[src/rtl/seg_scan_ctrl.sv]
// ---------------------------------------------------------------------------------------------
// seg_scan_ctrl
//
// Scan controller for a bank of common-cathode 7-segment digits that share one BCD segment
// decoder. Each digit is lit for DIV cycles and then held dark for GUARD cycles so the decoder
// output can settle before the next digit is enabled. New display values are buffered and only
// take effect at a frame boundary, so a frame never shows a mix of old and new digits.
//
// Parameters:
//   DIGITS - number of digits scanned (2..8)
//   DIV    - cycles each digit is lit (>= 1)
//   GUARD  - dark cycles after each digit (0 removes the guard phase)
//
// Ports:
//   clk        - system clock, rising edge
//   rst        - synchronous active-high reset
//   en         - scan enable; low freezes the scan position and blanks the outputs
//   load       - single-cycle strobe capturing data_in into the pending buffer
//   data_in    - packed BCD value, nibble k drives digit k (digit 0 least significant)
//   lz_en      - leading-zero suppression enable
//   dec_in     - nibble for the shared decoder; 4'hF means blank
//   dig_sel    - one-hot active-high digit enable
//   frame_done - one-cycle pulse in the cycle after each frame wrap
// ---------------------------------------------------------------------------------------------
module seg_scan_ctrl #(
    parameter int unsigned DIGITS = 4,
    parameter int unsigned DIV    = 1000,
    parameter int unsigned GUARD  = 16
) (
    input  logic                  clk,
    input  logic                  rst,
    input  logic                  en,
    input  logic                  load,
    input  logic [4*DIGITS-1:0]   data_in,
    input  logic                  lz_en,
    output logic [3:0]            dec_in,
    output logic [DIGITS-1:0]     dig_sel,
    output logic                  frame_done
);

    // One counter serves both phases, so it is sized for the longer of the two.
    localparam int unsigned CntMax    = (DIV > GUARD) ? DIV : GUARD;
    localparam int unsigned CntW      = (CntMax > 1) ? $clog2(CntMax) : 1;
    localparam int unsigned IdxW      = $clog2(DIGITS);
    localparam logic [CntW-1:0] DivLast   = CntW'(DIV - 1);
    localparam logic [CntW-1:0] GuardLast = (GUARD > 0) ? CntW'(GUARD - 1) : '0;
    localparam logic [IdxW-1:0] IdxLast   = IdxW'(DIGITS - 1);

    typedef enum logic [0:0] {
        StShow,
        StGuard
    } state_e;

    // State
    state_e                state_q, state_d;
    logic [CntW-1:0]       cnt_q, cnt_d;
    logic [IdxW-1:0]       idx_q, idx_d;
    logic [4*DIGITS-1:0]   pend_q, pend_d;
    logic                  pend_vld_q, pend_vld_d;
    logic [4*DIGITS-1:0]   disp_q, disp_d;

    // Registered outputs
    logic [DIGITS-1:0]     dig_sel_q, dig_sel_d;
    logic [3:0]            dec_in_q, dec_in_d;
    logic                  frame_done_q, frame_done_d;

    // Combinational helpers
    logic                  advance;
    logic                  wrap;
    logic [3:0]            nib [DIGITS];
    logic [DIGITS-1:0]     blank;
    logic [DIGITS-1:0]     cur_onehot;
    logic [3:0]            cur_nib;
    logic                  cur_blank;

    // ------------------------------------------------------------------------------------------
    // Display digit decode and leading-zero blanking
    // ------------------------------------------------------------------------------------------
    always_comb begin
        for (int k = 0; k < int'(DIGITS); k++) begin
            nib[k] = disp_q[4*k +: 4];
        end
    end

    // Walk from the most significant digit down; a digit is blank while every digit at or
    // above it is zero. Digit 0 is never blanked so a zero value still shows a single "0".
    always_comb begin
        logic zero_above;
        zero_above = lz_en;
        blank      = '0;
        for (int k = int'(DIGITS) - 1; k >= 1; k--) begin
            zero_above = zero_above & (nib[k] == 4'h0);
            blank[k]   = zero_above;
        end
    end

    always_comb begin
        cur_onehot = '0;
        cur_nib    = 4'h0;
        cur_blank  = 1'b0;
        for (int k = 0; k < int'(DIGITS); k++) begin
            if (idx_q == IdxW'(k)) begin
                cur_onehot[k] = 1'b1;
                cur_nib       = nib[k];
                cur_blank     = blank[k];
            end
        end
    end

    // ------------------------------------------------------------------------------------------
    // Scan sequencer
    // ------------------------------------------------------------------------------------------
    always_comb begin
        state_d = state_q;
        cnt_d   = cnt_q;
        idx_d   = idx_q;
        advance = 1'b0;
        wrap    = 1'b0;

        if (en) begin
            case (state_q)
                StShow: begin
                    if (cnt_q == DivLast) begin
                        cnt_d = '0;
                        if (GUARD == 0) begin
                            advance = 1'b1;
                        end else begin
                            state_d = StGuard;
                        end
                    end else begin
                        cnt_d = cnt_q + CntW'(1);
                    end
                end
                StGuard: begin
                    if (cnt_q == GuardLast) begin
                        cnt_d   = '0;
                        state_d = StShow;
                        advance = 1'b1;
                    end else begin
                        cnt_d = cnt_q + CntW'(1);
                    end
                end
                default: begin
                    state_d = StShow;
                    cnt_d   = '0;
                end
            endcase
        end

        if (advance) begin
            if (idx_q == IdxLast) begin
                idx_d = '0;
                wrap  = 1'b1;
            end else begin
                idx_d = idx_q + IdxW'(1);
            end
        end
    end

    // ------------------------------------------------------------------------------------------
    // Pending buffer and frame-boundary commit
    // ------------------------------------------------------------------------------------------
    always_comb begin
        pend_d     = pend_q;
        pend_vld_d = pend_vld_q;
        disp_d     = disp_q;

        // Commit uses the value pending before this edge; a load landing on the wrap edge
        // stays pending for the following frame.
        if (wrap && pend_vld_q) begin
            disp_d     = pend_q;
            pend_vld_d = 1'b0;
        end

        if (load) begin
            pend_d     = data_in;
            pend_vld_d = 1'b1;
        end
    end

    // ------------------------------------------------------------------------------------------
    // Output stage: reflects the state held before the current edge
    // ------------------------------------------------------------------------------------------
    always_comb begin
        dig_sel_d    = '0;
        dec_in_d     = 4'hF;
        frame_done_d = wrap;

        if (en && (state_q == StShow)) begin
            dig_sel_d = cur_onehot;
            dec_in_d  = cur_blank ? 4'hF : cur_nib;
        end
    end

    // ------------------------------------------------------------------------------------------
    // Registers
    // ------------------------------------------------------------------------------------------
    always_ff @(posedge clk) begin
        if (rst) begin
            state_q      <= StShow;
            cnt_q        <= '0;
            idx_q        <= '0;
            pend_q       <= '0;
            pend_vld_q   <= 1'b0;
            disp_q       <= '0;
            dig_sel_q    <= '0;
            dec_in_q     <= 4'hF;
            frame_done_q <= 1'b0;
        end else begin
            state_q      <= state_d;
            cnt_q        <= cnt_d;
            idx_q        <= idx_d;
            pend_q       <= pend_d;
            pend_vld_q   <= pend_vld_d;
            disp_q       <= disp_d;
            dig_sel_q    <= dig_sel_d;
            dec_in_q     <= dec_in_d;
            frame_done_q <= frame_done_d;
        end
    end

    assign dig_sel    = dig_sel_q;
    assign dec_in     = dec_in_q;
    assign frame_done = frame_done_q;

    // At most one digit may ever be driven, and a frame is always longer than one cycle.
    a_dig_sel_onehot0 : assert property (@(posedge clk) disable iff (rst) $onehot0(dig_sel_q));
    a_frame_done_pulse : assert property (@(posedge clk) disable iff (rst)
                                          frame_done_q |=> !frame_done_q);

endmodule

[config.mk]
export PLATFORM = sky130hd
export DESIGN_NAME = seg_scan_ctrl
export DESIGN_NICKNAME = d
export VERILOG_FILES = /design/src/rtl/seg_scan_ctrl.sv
export SDC_FILE = /design/constraint.sdc
export NUM_CORES = 1
export LEC_CHECK = 0
export ABC_AREA = 1
export CORE_MARGIN = 5
export CORE_UTILIZATION = 54
export CTS_CLUSTER_DIAMETER = 60
export DETAILED_ROUTE_END_ITERATION = 6
export PLACE_DENSITY = 0.77
export RECOVER_POWER = 50
export SYNTH_ARGS = -nofsm -noshare
export SYNTH_HDL_FRONTEND = slang
export SYNTH_SLANG_ARGS = --single-unit
[constraint.sdc]
create_clock -name clk -period 2 [get_ports clk]
set_clock_uncertainty 0.2 [all_clocks]
set_input_delay 0.3 -clock clk [delete_from_list [all_inputs] [get_ports clk]]
set_output_delay 0.3 -clock clk [all_outputs]
set_load 0.01 [all_outputs]
* Word level (Yosys, flattened, before mapping)
Index checks and enable logic that the tools add are counted.
Word-level totals: input port bits 21, bits in registers 55, RAM bits 0, memories 0, output and inout bits 9, latch bits 0, ROM bits 0
Operators by class: bitwise logic cells 5, multiply operators 0, add/subtract/negate cells 2, div/mod/pow operators 0, reductions and logical operators 9, eq/ne operators 5, shift-type cells 0, multiplexer cells 24, order comparisons 0
Operators with widths (count):
- $mux W10 | 2
- $pmux W10 S2 | 1
- $mux W4 | 4
- $mux W1 | 15
- $logic_not A4 Y1 | 3
- $add A10 B1 Y10 const B | 1
- $eq A10 B10 Y1 const B | 1
- $eq A10 B4 Y1 const B | 1
- $eq A2 B2 Y1 const B | 2
- $and A1 B1 Y1 | 3
- $reduce_or A3 Y1 | 1
- $add A2 B1 Y2 const B | 1
- $eq A2 B1 Y1 const B | 1
- $logic_and A1 B1 Y1 | 2
- $logic_not A2 Y1 | 1
- $mux W2 | 1
- $not A1 Y1 | 2
- $pmux W1 S2 | 1
- $reduce_bool A2 Y1 | 1
- $reduce_or A2 Y1 | 1

* Longest topological paths before layout
depth after elaboration 8, mapped depth 9, mapped depth without buffers 9

* Worst setup path after synthesis
OpenSTA, ideal clock, no wires.
path type register to register, start register idx_q[0], end register disp_q[10], period minus slack after synthesis 1725 ps, setup slack 275 ps, path buffers 2, arrival time 1412 ps, stages on the path, launching flop included 9, cell sequence dfxtp_1 -> ha_1 -> clkbuf_1 -> inv_1 -> nor2_4 -> buf_6 -> nand3_1 -> nand2_1 -> nor2_1
Between the ends: word-level cells in the longest chain between the ends 4
RTL lines:
- from (decl) | RTL line 57 | logic [IdxW-1:0] idx_q, idx_d;
- from (signal assigned) | RTL line 212 | idx_q <= idx_d;
- $eq A2 B2 Y1
- $mux W1
- via cur_onehot[3] | RTL line 72 | logic [DIGITS-1:0] cur_onehot;
- $mux W1 | RTL line 150 | if (advance) begin
- $logic_and A1 B1 Y1 | RTL line 170 | if (wrap && pend_vld_q) begin
- to (signal assigned) | RTL line 215 | disp_q <= disp_d;
- to (decl) | RTL line 60 | logic [4*DIGITS-1:0] disp_q, disp_d;
The timed path passes the listed nets, and every way through them passes these cells. A chain may end at the register's enable or synchronous reset.

* Worst setup path in the final report
start register cnt_q[1], end register disp_q[12]
Between the ends: word-level cells in the longest chain between the ends 6
RTL lines:
- from (decl) | RTL line 56 | logic [CntW-1:0] cnt_q, cnt_d;
- from (signal assigned) | RTL line 211 | cnt_q <= cnt_d;
- $eq A10 B4 Y1 | RTL line 135 | if (cnt_q == GuardLast) begin
- $mux W1 | RTL line 135
- $mux W1 | RTL line 121 | case (state_q)
- $mux W1 | RTL line 120 | if (en) begin
- $mux W1 | RTL line 150
- $logic_and A1 B1 Y1 | RTL line 170
No other way between the ends.

==> metrics.txt <==
Synth Flop Type=dfxtp_1; die area=0.00574 sq mm; yosys warns=0; Layout area overhead=22.8%; M1 GR Usage=21.1%; # setup viols final=0; required time worst endpoint=2.01 ns; first-pass GRT wire length=7560 um; fmax=555 MHz; WS Path Type=register to register; starting density of the core=54.8%; final hold vios=0; Mapped Area=0.00234 sq mm; Sequential Power Share=57.2%; count of pins over their slew limit=0; antenna cells=0; Num CTS Buffers=5; Final Net Count=375; Vias/cell=5.08; top cells by instance count after synthesis=nor2_1 (58), dfxtp_1 (55), nand2_1 (38); max-capacitance violation count=0; met2 usage=27.5%; row count=24; Synth Area in XOR/XNOR=1.87%; CTS sink cnt=55; Worst R2R Start=cnt_q[1]$_SDFFE_PP0P_; Worst Reg2Reg Path Length in Cells=9; register bit total from synthesis=55; area leader, netlist=dfxtp_1; delay-heaviest family, CP=simple AND/OR/NAND/NOR gates; status=finished, final reports clean; Initial DRC Count=95; Leak=0.00115 uW; Max-Slew Margin vs Limit=67.3%; power per cell area=692 mW/mm^2; mux cell area share after synthesis=0%; die height=75.8 um; delay of the slowest critical-path stage=0.37 ns; Hold EP=pend_q[2]$_SDFFE_PP0P_; worst reg2reg setup slack=0.20 ns; top-area cell type share of the netlist area=47.1%; met3 usage=4.35%; post-route ant nets=0; CTS tree=done; clock network power share=35.3%; slowest CP cell=dfxtp_1; WP buf/inv=1; Core Region=0.00426 sq mm; post-synthesis area per instance=7.54 sq um; internal power=1570 uW; Critical Path Start Type=register; Yosys cell types=27; grt total ovfl=0; final wirelength=4450 um; Net Sw Power=420 uW; Final HPWL DP=3170 um; Remaining DRCs=0; Seq/Total Area, Yosys=47.1%; FF-to-FF End=disp_q[12]$_SDFFE_PP0P_; Final Critical Period=1.80 ns; most frequent CP cell=nor2_1; maximum vdd drop=0.000406 V; TNS Setup=0 ns; synth top area cells=dfxtp_1 (47%), nor2_1 (9.3%), nand3_1 (6.2%), nand2_1 (6.1%), a21oi_1 (5.8%); # H-tree levels=2; vias in the first global route=1790; Final Power=1990 uW; layout cells sized above 1=8.02%; initial antenna violation count=0; post-synthesis compound-gate area fraction=12.2%; Worst Hold Launch=pend_q[2]$_SDFFE_PP0P_; crit path max fanout=16; Mapped Nets=336; CP cell instances=ha_1 > nand3_2 > nor2_1 > nand4_2 > nor2_4 > buf_12 > nand3_1 > nand2_1 > nor2_1; Fill cells=378; most frequent cell after synthesis=nor2_1; main combinational cell family by area after synthesis=simple AND/OR/NAND/NOR gates; # port buffers=29; Critical Path AT=1.81 ns; Worst-path clk slew=0.09 ns; Overall Global Routing Usage=17.1%; Post-synth EDFFs=0; Max clock buf depth=2; Skew-Pair Late Insertion Delay=0.31 ns; ys async rst share=0%; Placer Congestion=0.867; router iterations before antenna repair=7; Post-Synthesis Cells=310; pin count of the biggest net entering global routing=34; RSZ-0062 raised after global routing=false; Net Sw Frac=21.1%; Synth Area in Adders=2.68%; simple-gate share of the synthesized area=27.8%; I/O Pins=30; CP Capture Type=register; Hold Path Stages=2; GRT busiest layer=met2; Logic pwr share=7.6%; final critical-path share of the clock period=90.2%; Routed wire per std cell=11.1 um; worst min path class=register to register; Die Span X=75.8 um; CTS root buf=clkbuf_8; via count=2039; Slew @ Worst Pin=0.490 ns
power by group through the flow:
stage               combinational, uW  clock, uW  sequential [uW]
CTS                               155        721             1140
global placement                  151          0             1160
floorplan                        78.6          0             1160
finish                            150        701             1140
detailed placement                154          0             1160
global route                      169        761             1140
final cells by class:
class	count	area [sq um]	area share, %
clock buffers	6	72.6	2.53
clock inverters	1	30.0	1.05
inverters	36	135	4.71
multi-input cells	207	1040	36.4
flip-flops and latches	55	1100	38.4
well taps	52	65.1	2.27
repair buffers	44	422	14.7
worst min-delay path, stage by stage (launching register included):
cell and delay (ns):
dfxtp_1 0.30, inv_1 0.06, a21oi_1 0.05
routing by layer:
metal  share of wire, %  vias up
li1                   -     1071
met1                 45      892
met2                 45       63
met3                7.6       13
met4                2.6        0
met5                  0        -
per-stage QoR:
step	util, %	instance area [sq um]	hold WS, ns	setup WS, ns	std cells
after global routing	67.3	2870	0.276	0.0243	401
after floorplan	-	2340	0.169	0.275	310
after CTS	66.4	2830	0.259	0.122	399
after global placement	64.0	2730	0.241	0.0572	392
final	67.3	2870	0.256	0.197	401
after detailed placement	64.0	2730	0.246	0.0320	392
cells in the final DEF (no fill, tap or decap), drive strengths merged:
| cell | synthesis | routed |
|---|---|---|
| nor2 | 60 | 60 |
| dfxtp | 55 | 55 |
| nand2 | 38 | 38 |
| inv | 35 | 35 |
| nand3 | 30 | 30 |
| a21oi | 27 | 27 |
| o21ai | 24 | 24 |
| clkdlybuf4s50 | 0 | 19 |
| buf | 4 | 13 |
| dlygate4sd3 | 0 | 10 |
| nor3 | 8 | 8 |
| clkbuf | 8 | 8 |
| ha | 5 | 5 |
| xor2 | 4 | 4 |
| nand4 | 4 | 4 |
| a22oi | 2 | 2 |
| or2 | 1 | 1 |
| clkinv | 1 | 1 |
| xnor2 | 1 | 1 |
| a31oi | 1 | 1 |
| nor3b | 1 | 1 |
| o21bai | 1 | 1 |
| bufinv | 0 | 1 |
flip-flops by register name, indices dropped and copies added (netlist names), 2 cells and up:
signal   count
disp_q      16
pend_q      16
cnt_q       10
dec_in       4
dig_sel      4
idx_q        2
what timing repair did:
action,CTS,global route
gates resized for setup,0,1
setup endpoints to repair,0,16
hold endpoints to repair,0,0
hold buffers,0,0
buffers inserted,0,2
cells by family after synthesis:
kind of cell	after synthesis
simple gates	142
compound gates	55
flops	55
buf+inv	48
xor+xnor	5
fa+ha+maj	5
how the worst max path moves through the flow:
stage	start	end	slack, ns	depth (start not counted)
finish	cnt_q[1]$_SDFFE_PP0P_	disp_q[12]$_SDFFE_PP0P_	0.20	9
global route	cnt_q[1]$_SDFFE_PP0P_	disp_q[8]$_SDFFE_PP0P_	0.02	9
CTS	cnt_q[0]$_SDFFE_PP0P_	disp_q[15]$_SDFFE_PP0P_	0.12	8
detailed placement	en	cnt_q[9]$_SDFFE_PP0P_	0.03	7
global placement	en	cnt_q[9]$_SDFFE_PP0P_	0.06	7
floorplan	idx_q[0]$_SDFFE_PP0N_	disp_q[10]$_SDFFE_PP0P_	0.28	8
No activity file was read; power rests on OpenSTA's default activity.
